--- src/rtl/mips_pkg.sv ---
// Shared types and constants for the multicycle MIPS control path.
package mips_pkg;

  // Primary opcodes (instr[31:26]) understood by the controller.
  localparam logic [5:0] OP_RTYPE = 6'b000000;
  localparam logic [5:0] OP_J     = 6'b000010;
  localparam logic [5:0] OP_BEQ   = 6'b000100;
  localparam logic [5:0] OP_ADDI  = 6'b001000;
  localparam logic [5:0] OP_LW    = 6'b100011;
  localparam logic [5:0] OP_SW    = 6'b101011;

  // ALU operation selects.
  localparam logic [1:0] ALU_ADD   = 2'b00;
  localparam logic [1:0] ALU_SUB   = 2'b01;
  localparam logic [1:0] ALU_FUNCT = 2'b10;

  // ALU B operand selects.
  localparam logic [1:0] SRCB_RT       = 2'b00;
  localparam logic [1:0] SRCB_FOUR     = 2'b01;
  localparam logic [1:0] SRCB_SEXT     = 2'b10;
  localparam logic [1:0] SRCB_SEXT_SH2 = 2'b11;

  // PC source selects.
  localparam logic [1:0] PC_ALU    = 2'b00;
  localparam logic [1:0] PC_ALUOUT = 2'b01;
  localparam logic [1:0] PC_JUMP   = 2'b10;

  typedef enum logic [3:0] {
    S_FETCH   = 4'd0,
    S_DECODE  = 4'd1,
    S_MEMADR  = 4'd2,
    S_MEMRD   = 4'd3,
    S_MEMWB   = 4'd4,
    S_MEMWR   = 4'd5,
    S_RTYPEEX = 4'd6,
    S_RTYPEWB = 4'd7,
    S_BEQEX   = 4'd8,
    S_ADDIEX  = 4'd9,
    S_ADDIWB  = 4'd10,
    S_JEX     = 4'd11
  } state_t;

  // True for every opcode the decode step knows how to dispatch.
  function automatic logic is_legal_op(input logic [5:0] op);
    return (op == OP_RTYPE) || (op == OP_J) || (op == OP_BEQ) ||
           (op == OP_ADDI) || (op == OP_LW) || (op == OP_SW);
  endfunction

endpackage

--- src/rtl/mips_mc_ctrl_if.sv ---
// Control bundle between the multicycle controller and the datapath.
interface mips_mc_ctrl_if;
  logic [5:0] opcode;
  logic       zero;
  logic       mem_ready;
  logic       reg_dst;
  logic       mem_to_reg;
  logic       reg_write;
  logic       mem_read;
  logic       mem_write;
  logic       ir_write;
  logic       i_or_d;
  logic       alu_src_a;
  logic [1:0] alu_src_b;
  logic [1:0] alu_op;
  logic [1:0] pc_src;
  logic       pc_en;
  logic       illegal_op;
  logic       mem_err;

  // Controller side: consumes status, drives every select and enable.
  modport master (
    input  opcode, zero, mem_ready,
    output reg_dst, mem_to_reg, reg_write, mem_read, mem_write, ir_write,
           i_or_d, alu_src_a, alu_src_b, alu_op, pc_src, pc_en,
           illegal_op, mem_err
  );

  // Datapath side: supplies status, receives the controls.
  modport slave (
    output opcode, zero, mem_ready,
    input  reg_dst, mem_to_reg, reg_write, mem_read, mem_write, ir_write,
           i_or_d, alu_src_a, alu_src_b, alu_op, pc_src, pc_en,
           illegal_op, mem_err
  );
endinterface

--- src/rtl/mips_mem_watchdog.sv ---
// Counts cycles spent waiting on memory; flags expiry on the last allowed cycle.
module mips_mem_watchdog #(
  parameter int MEM_TIMEOUT = 16,
  parameter int CNT_W       = 5
) (
  input  logic clk,
  input  logic rst,
  input  logic clr,     // state changed or wait aborted: restart count
  input  logic inc,     // waiting on memory this cycle
  output logic expire   // this is the final wait cycle and memory is still not ready
);

  logic [CNT_W-1:0] cnt_q;
  logic [CNT_W-1:0] cnt_d;

  // Clear has priority so a new wait always starts from zero.
  always_comb begin
    cnt_d = cnt_q;
    if (clr) begin
      cnt_d = '0;
    end else if (inc) begin
      cnt_d = cnt_q + CNT_W'(1);
    end
  end

  // Counter register.
  always_ff @(posedge clk) begin
    if (rst) begin
      cnt_q <= '0;
    end else begin
      cnt_q <= cnt_d;
    end
  end

  // A ready response in the final cycle suppresses expiry because inc is low.
  assign expire = inc && (cnt_q == CNT_W'(MEM_TIMEOUT - 1));

endmodule

--- src/rtl/mips_mc_ctrl.sv ---
// Multicycle MIPS control FSM with a memory-ready watchdog.
module mips_mc_ctrl
  import mips_pkg::*;
#(
  parameter int MEM_TIMEOUT = 16,
  parameter int CNT_W       = 5
) (
  input  logic           clk,
  input  logic           rst,
  mips_mc_ctrl_if.master bus
);

  state_t state_q;
  state_t state_d;

  logic wd_inc;
  logic wd_clr;
  logic wd_expire;

  logic       reg_dst_c, mem_to_reg_c, reg_write_c, mem_read_c, mem_write_c;
  logic       ir_write_c, i_or_d_c, alu_src_a_c, pc_en_c, illegal_op_c, mem_err_c;
  logic [1:0] alu_src_b_c, alu_op_c, pc_src_c;
  logic       pc_write, branch;

  // Watchdog runs only in states that wait on memory.
  always_comb begin
    wd_inc = ((state_q == S_FETCH) || (state_q == S_MEMRD) || (state_q == S_MEMWR)) &&
             !bus.mem_ready;
    wd_clr = (state_d != state_q) || wd_expire;
  end

  mips_mem_watchdog #(
    .MEM_TIMEOUT (MEM_TIMEOUT),
    .CNT_W       (CNT_W)
  ) u_watchdog (
    .clk    (clk),
    .rst    (rst),
    .clr    (wd_clr),
    .inc    (wd_inc),
    .expire (wd_expire)
  );

  // State register.
  always_ff @(posedge clk) begin
    if (rst) begin
      state_q <= S_FETCH;
    end else begin
      state_q <= state_d;
    end
  end

  // Next-state logic; a watchdog expiry abandons the access and refetches.
  always_comb begin
    state_d = state_q;
    case (state_q)
      S_FETCH: begin
        if (bus.mem_ready) state_d = S_DECODE;
        else if (wd_expire) state_d = S_FETCH;
      end
      S_DECODE: begin
        case (bus.opcode)
          OP_LW, OP_SW: state_d = S_MEMADR;
          OP_RTYPE:     state_d = S_RTYPEEX;
          OP_BEQ:       state_d = S_BEQEX;
          OP_ADDI:      state_d = S_ADDIEX;
          OP_J:         state_d = S_JEX;
          default:      state_d = S_FETCH;
        endcase
      end
      S_MEMADR:  state_d = (bus.opcode == OP_SW) ? S_MEMWR : S_MEMRD;
      S_MEMRD: begin
        if (bus.mem_ready) state_d = S_MEMWB;
        else if (wd_expire) state_d = S_FETCH;
      end
      S_MEMWR: begin
        if (bus.mem_ready || wd_expire) state_d = S_FETCH;
      end
      S_RTYPEEX: state_d = S_RTYPEWB;
      S_ADDIEX:  state_d = S_ADDIWB;
      S_MEMWB, S_RTYPEWB, S_BEQEX, S_ADDIWB, S_JEX: state_d = S_FETCH;
      default:   state_d = S_FETCH;
    endcase
  end

  // Output decode from state; reset masks every enable and pulse.
  always_comb begin
    reg_dst_c    = 1'b0;
    mem_to_reg_c = 1'b0;
    reg_write_c  = 1'b0;
    mem_read_c   = 1'b0;
    mem_write_c  = 1'b0;
    ir_write_c   = 1'b0;
    i_or_d_c     = 1'b0;
    alu_src_a_c  = 1'b0;
    alu_src_b_c  = SRCB_RT;
    alu_op_c     = ALU_ADD;
    pc_src_c     = PC_ALU;
    pc_write     = 1'b0;
    branch       = 1'b0;
    illegal_op_c = 1'b0;
    case (state_q)
      S_FETCH: begin
        mem_read_c  = 1'b1;
        alu_src_b_c = SRCB_FOUR;
        ir_write_c  = bus.mem_ready;
        pc_write    = bus.mem_ready;
      end
      S_DECODE: begin
        alu_src_b_c  = SRCB_SEXT_SH2;
        illegal_op_c = !is_legal_op(bus.opcode);
      end
      S_MEMADR, S_ADDIEX: begin
        alu_src_a_c = 1'b1;
        alu_src_b_c = SRCB_SEXT;
      end
      S_MEMRD: begin
        mem_read_c = 1'b1;
        i_or_d_c   = 1'b1;
      end
      S_MEMWB: begin
        mem_to_reg_c = 1'b1;
        reg_write_c  = 1'b1;
      end
      S_MEMWR: begin
        mem_write_c = 1'b1;
        i_or_d_c    = 1'b1;
      end
      S_RTYPEEX: begin
        alu_src_a_c = 1'b1;
        alu_op_c    = ALU_FUNCT;
      end
      S_RTYPEWB: begin
        reg_dst_c   = 1'b1;
        reg_write_c = 1'b1;
      end
      S_BEQEX: begin
        alu_src_a_c = 1'b1;
        alu_op_c    = ALU_SUB;
        pc_src_c    = PC_ALUOUT;
        branch      = 1'b1;
      end
      S_ADDIWB: reg_write_c = 1'b1;
      S_JEX: begin
        pc_src_c = PC_JUMP;
        pc_write = 1'b1;
      end
      default: ;
    endcase
    pc_en_c   = pc_write || (branch && bus.zero);
    mem_err_c = wd_expire;
    if (rst) begin
      reg_dst_c    = 1'b0;
      mem_to_reg_c = 1'b0;
      reg_write_c  = 1'b0;
      mem_read_c   = 1'b0;
      mem_write_c  = 1'b0;
      ir_write_c   = 1'b0;
      i_or_d_c     = 1'b0;
      alu_src_a_c  = 1'b0;
      alu_src_b_c  = SRCB_FOUR;
      alu_op_c     = ALU_ADD;
      pc_src_c     = PC_ALU;
      pc_en_c      = 1'b0;
      illegal_op_c = 1'b0;
      mem_err_c    = 1'b0;
    end
  end

  assign bus.reg_dst    = reg_dst_c;
  assign bus.mem_to_reg = mem_to_reg_c;
  assign bus.reg_write  = reg_write_c;
  assign bus.mem_read   = mem_read_c;
  assign bus.mem_write  = mem_write_c;
  assign bus.ir_write   = ir_write_c;
  assign bus.i_or_d     = i_or_d_c;
  assign bus.alu_src_a  = alu_src_a_c;
  assign bus.alu_src_b  = alu_src_b_c;
  assign bus.alu_op     = alu_op_c;
  assign bus.pc_src     = pc_src_c;
  assign bus.pc_en      = pc_en_c;
  assign bus.illegal_op = illegal_op_c;
  assign bus.mem_err    = mem_err_c;

endmodule

--- src/flat_wrapper.sv ---
// flat-port wrapper written by rule: the top's interface ports become plain ports
module mips_mc_ctrl_flat import mips_pkg::*;
#(
  parameter int MEM_TIMEOUT = 16,
  parameter int CNT_W       = 5
)
  (clk, rst, bus_opcode, bus_zero, bus_mem_ready, bus_reg_dst, bus_mem_to_reg, bus_reg_write, bus_mem_read, bus_mem_write, bus_ir_write, bus_i_or_d, bus_alu_src_a, bus_alu_src_b, bus_alu_op, bus_pc_src, bus_pc_en, bus_illegal_op, bus_mem_err);
  mips_mc_ctrl_if bus_i ();
  input  logic clk;
  input  logic rst;
  input wire logic [$bits(bus_i.opcode)-1:0] bus_opcode;
  input wire logic [$bits(bus_i.zero)-1:0] bus_zero;
  input wire logic [$bits(bus_i.mem_ready)-1:0] bus_mem_ready;
  output wire logic [$bits(bus_i.reg_dst)-1:0] bus_reg_dst;
  output wire logic [$bits(bus_i.mem_to_reg)-1:0] bus_mem_to_reg;
  output wire logic [$bits(bus_i.reg_write)-1:0] bus_reg_write;
  output wire logic [$bits(bus_i.mem_read)-1:0] bus_mem_read;
  output wire logic [$bits(bus_i.mem_write)-1:0] bus_mem_write;
  output wire logic [$bits(bus_i.ir_write)-1:0] bus_ir_write;
  output wire logic [$bits(bus_i.i_or_d)-1:0] bus_i_or_d;
  output wire logic [$bits(bus_i.alu_src_a)-1:0] bus_alu_src_a;
  output wire logic [$bits(bus_i.alu_src_b)-1:0] bus_alu_src_b;
  output wire logic [$bits(bus_i.alu_op)-1:0] bus_alu_op;
  output wire logic [$bits(bus_i.pc_src)-1:0] bus_pc_src;
  output wire logic [$bits(bus_i.pc_en)-1:0] bus_pc_en;
  output wire logic [$bits(bus_i.illegal_op)-1:0] bus_illegal_op;
  output wire logic [$bits(bus_i.mem_err)-1:0] bus_mem_err;
  assign bus_i.opcode = bus_opcode;
  assign bus_i.zero = bus_zero;
  assign bus_i.mem_ready = bus_mem_ready;
  assign bus_reg_dst = bus_i.reg_dst;
  assign bus_mem_to_reg = bus_i.mem_to_reg;
  assign bus_reg_write = bus_i.reg_write;
  assign bus_mem_read = bus_i.mem_read;
  assign bus_mem_write = bus_i.mem_write;
  assign bus_ir_write = bus_i.ir_write;
  assign bus_i_or_d = bus_i.i_or_d;
  assign bus_alu_src_a = bus_i.alu_src_a;
  assign bus_alu_src_b = bus_i.alu_src_b;
  assign bus_alu_op = bus_i.alu_op;
  assign bus_pc_src = bus_i.pc_src;
  assign bus_pc_en = bus_i.pc_en;
  assign bus_illegal_op = bus_i.illegal_op;
  assign bus_mem_err = bus_i.mem_err;
  mips_mc_ctrl #(.MEM_TIMEOUT(MEM_TIMEOUT), .CNT_W(CNT_W)) u_core (.clk(clk), .rst(rst), .bus(bus_i));
endmodule
--- config.mk ---
export PLATFORM = sky130hd
export DESIGN_NAME = mips_mc_ctrl_flat
export DESIGN_NICKNAME = d
export VERILOG_FILES = /design/src/rtl/mips_pkg.sv /design/src/rtl/mips_mc_ctrl_if.sv /design/src/rtl/mips_mem_watchdog.sv /design/src/rtl/mips_mc_ctrl.sv /design/src/flat_wrapper.sv
export SDC_FILE = /design/constraint.sdc
export NUM_CORES = 1
export LEC_CHECK = 0
export ABC_AREA = 1
export BUFFER_PORTS_ARGS = -buffer_cell sky130_fd_sc_hd__buf_2
export CAP_MARGIN = 0
export CORE_MARGIN = 2
export CORE_UTILIZATION = 50
export DETAILED_ROUTE_END_ITERATION = 7
export PLACE_DENSITY = 0.78
export REMOVE_ABC_BUFFERS = 1
export SYNTH_ARGS = -nofsm -noshare
export SYNTH_HDL_FRONTEND = slang
export SYNTH_SLANG_ARGS = --single-unit
--- constraint.sdc ---
create_clock -name clk -period 2.3 [get_ports clk]
set_clock_uncertainty 0.05 [all_clocks]
set_input_delay 0.46 -clock clk [delete_from_list [all_inputs] [get_ports clk]]
set_output_delay 0.46 -clock clk [all_outputs]
set_load 0.02 [all_outputs]
==> metrics.txt <==
Pleak 0.000568 uW; leading area contributor after synthesis dfxtp_1; # rows 14; relative slew slack 81.9%; clock buffer depth 2; gr usage total roughly 22%; Area growth, synth to finish 19.7%; Largest delay share family, worst path simple AND/OR/NAND/NOR gates; unrepaired setup endpoints after global routing no; vias per inst around 5.2; Int Pwr roughly 260 uW; CTS clk-pin slew, worst paths 0.07 ns; clock root buffer clkbuf_4; final instance area 1030 sq um; vias 1027; Post-CTS Hold Fix Bufs 0; cts repair resizes 0; height of the die 45.5 um; Largest stage delay, worst path 0.39 ns; H-Tree Level Count 1; Inst Count DP 195; synthesized area 860 sq um; Critical Path End Type output pin; initial antenna violation count 0; Worst Tran Pin Value 0.269 ns; first drt pass iteration count 4; Mapped Avg Cell Area 5.55 sq um; DIE AREA 2070 sq um; Post-DRT Antenna Nets 0; Post-DP Area 1000 sq um; synth top area cells dfxtp_1 21%, nor2_1 14%, nand2_1 12%; Worst Hold Class reg2reg; final setup violation count 0; Setup WS pre-CTS 0.416 ns; post-synth cell types 21; worst vdd ir 368 uV; Yosys top cell area share 21.0%; final critical-path share of the clock period 91.2%; Initial Util 55.1%; sequential area share after synthesis 21.0%; crit path DAT ~1.6 ns; share of power burned in registers a little over two fifths; number of global-route vias before repair 858; Core Area 1560 sq um; Crit path top cell by count nor2_2; clock period minus worst slack 2.10 ns; final slew viol count 0; CTS tree yes; Comb power frac a little under a quarter; fmax 477 MHz; clock share of power 33.5%; Ant. Diodes 0; Post-CTS Setup Inserts 0; routed wire length 1970 um; die width roughly 45 um; WP buf/inv 3; Placer Congestion approximately 0.92; global-route wire length before repair roughly 3300 um; Post-DP HPWL about 1600 um; First DRT Iteration DRCs 29; Mapped Cells 155; setup_tns 0 ns; #FFs+latches synth 9; grt total ovfl 0; CP Data Required Time between 1.5 and 2 ns; Pwr Density approximately 360 nW/um^2; switching part of the total power 31.4%; Num CTS Buffers 3; Setup WS post-layout 0.202 ns; crit path cell chain nor2_2 > inv_1 > nor2_2 > inv_2 > nor3_1 > buf_2; worst skew pair latency 0.26 ns; Routed WL per cell 9.89 um; Final Net Count approximately 200; Final Hold Fails 0; clock sinks 9; layout cell share with drive strength beyond 1 23.0%; pin count of the biggest net entering global routing 17; Psw between 100 and 150 uW; IO Count 27; crit path max fanout 7; CP max stage cell dfxtp_1; Post-Layout Cell Count 199; WS Path Type reg2out; Syn. warnings 0; Port Buffer Count 26; total of max-cap violations 0; nature of the critical path startpoint flop; run status finished, final reports clean; post-route DRC violation count 0
==> final timing paths <==
kind / from / endpoint / slack (ns) / cells past startpoint
hold reg to reg: u_core.u_watchdog.cnt_q[3]$_SDFFE_PP0P_ / u_core.u_watchdog.cnt_q[3]$_SDFFE_PP0P_ / 0.49 / 3
setup reg to reg: u_core.u_watchdog.cnt_q[0]$_SDFFE_PP0P_ / u_core.u_watchdog.cnt_q[2]$_SDFFE_PP0P_ / 0.47 / 14
hold / removal: u_core.u_watchdog.cnt_q[3]$_SDFFE_PP0P_ / u_core.u_watchdog.cnt_q[3]$_SDFFE_PP0P_ / 0.49 / 3
setup / recovery: u_core.state_q[3]$_SDFF_PP0_ / bus_illegal_op / 0.20 / 6
==> worst min-delay path, stage by stage, from the launching register on <==
cell     delay [ns]
dfxtp_1        0.34
xor2_1         0.07
inv_1          0.05
nor2_1         0.04
==> cell type report <==
class | count | area, sq um
clock buffers | 4 | 26.3
fillers | 169 | 531
inverters | 29 | 109
multi-input cells | 115 | 563
flip-flops and latches | 9 | 180
well taps | 16 | 20.0
repair buffers | 26 | 130
==> registers in the layout, indices dropped and copies added, names as in the netlist <==
| register | flops |
|---|---|
| u_core.state_q | 4 |
| u_core.u_watchdog.cnt_q | 5 |
==> synthesized netlist by cell type <==
master,count
clkbuf_1,2
o31ai_1,2
mux2_2,1
xor2_1,2
xnor2_1,1
nand2_1,28
nor2_1,33
nor2_2,7
a31oi_1,2
nand4_1,4
inv_2,2
ha_1,2
dfxtp_1,9
nand3_1,14
o21ai_0,5
a21oi_1,6
nor3_1,4
inv_1,27
nand3b_1,1
nand3_2,1
nand2_2,2
==> logic make-up after synthesis <==
kind of cell             share of synthesized area, %
flip-flops                                       21.0
AND/OR/NAND/NOR                                  48.6
AO/OA/AOI/OAI                                    9.61
buffers and inverters                            13.5
XOR/XNOR                                         3.06
adder cells (fa/ha/maj)                          2.91
multiplexers                                     1.31
==> cell usage in the layout, fill, tap and decap left out, types with 3 or more instances in the layout <==
| cell type | Yosys | final |
|---|---|---|
| a21oi_1 | 6 | 6 |
| buf_2 | 0 | 26 |
| nor2_2 | 7 | 7 |
| nand2_1 | 28 | 28 |
| nor3_1 | 4 | 4 |
| dfxtp_1 | 9 | 9 |
| nor2_1 | 33 | 33 |
| clkbuf_4 | 0 | 3 |
| nand3_1 | 14 | 14 |
| nand4_1 | 4 | 4 |
| inv_1 | 27 | 27 |
| o21ai_0 | 5 | 5 |
==> power by group through the flow <==
stage | clock, uW | sequential, uW | combinational [uW]
2_1_floorplan | 0 | 166 | 56.8
3_3_place_gp | 0 | 167 | 82.6
3_5_place_dp | 0 | 167 | 83.9
4_1_cts | 129 | 164 | 84.3
5_1_grt | 137 | 164 | 97.1
6_report | 125 | 164 | 84.3
==> layer usage <==
layer / vias to the layer above / wire, um / track usage (%)
li1: 543 / - / -
met1: 444 / 922 / 26.5
met2: 32 / 885 / 35.5
met3: 8 / 117 / 5.16
met4: 0 / 44 / 9.41
met5: - / 0 / 0
==> per-stage QoR <==
step           util, %  power [uW]  hold WS (ns)
4_1_cts           66.0         377         0.485
2_1_floorplan        -         223         0.452
3_3_place_gp      64.3         250         0.464
6_report          66.0         373         0.489
5_1_grt           66.0         398         0.506
3_5_place_dp      64.3         251         0.475
Note: power is estimated with default switching activity, not from simulation.
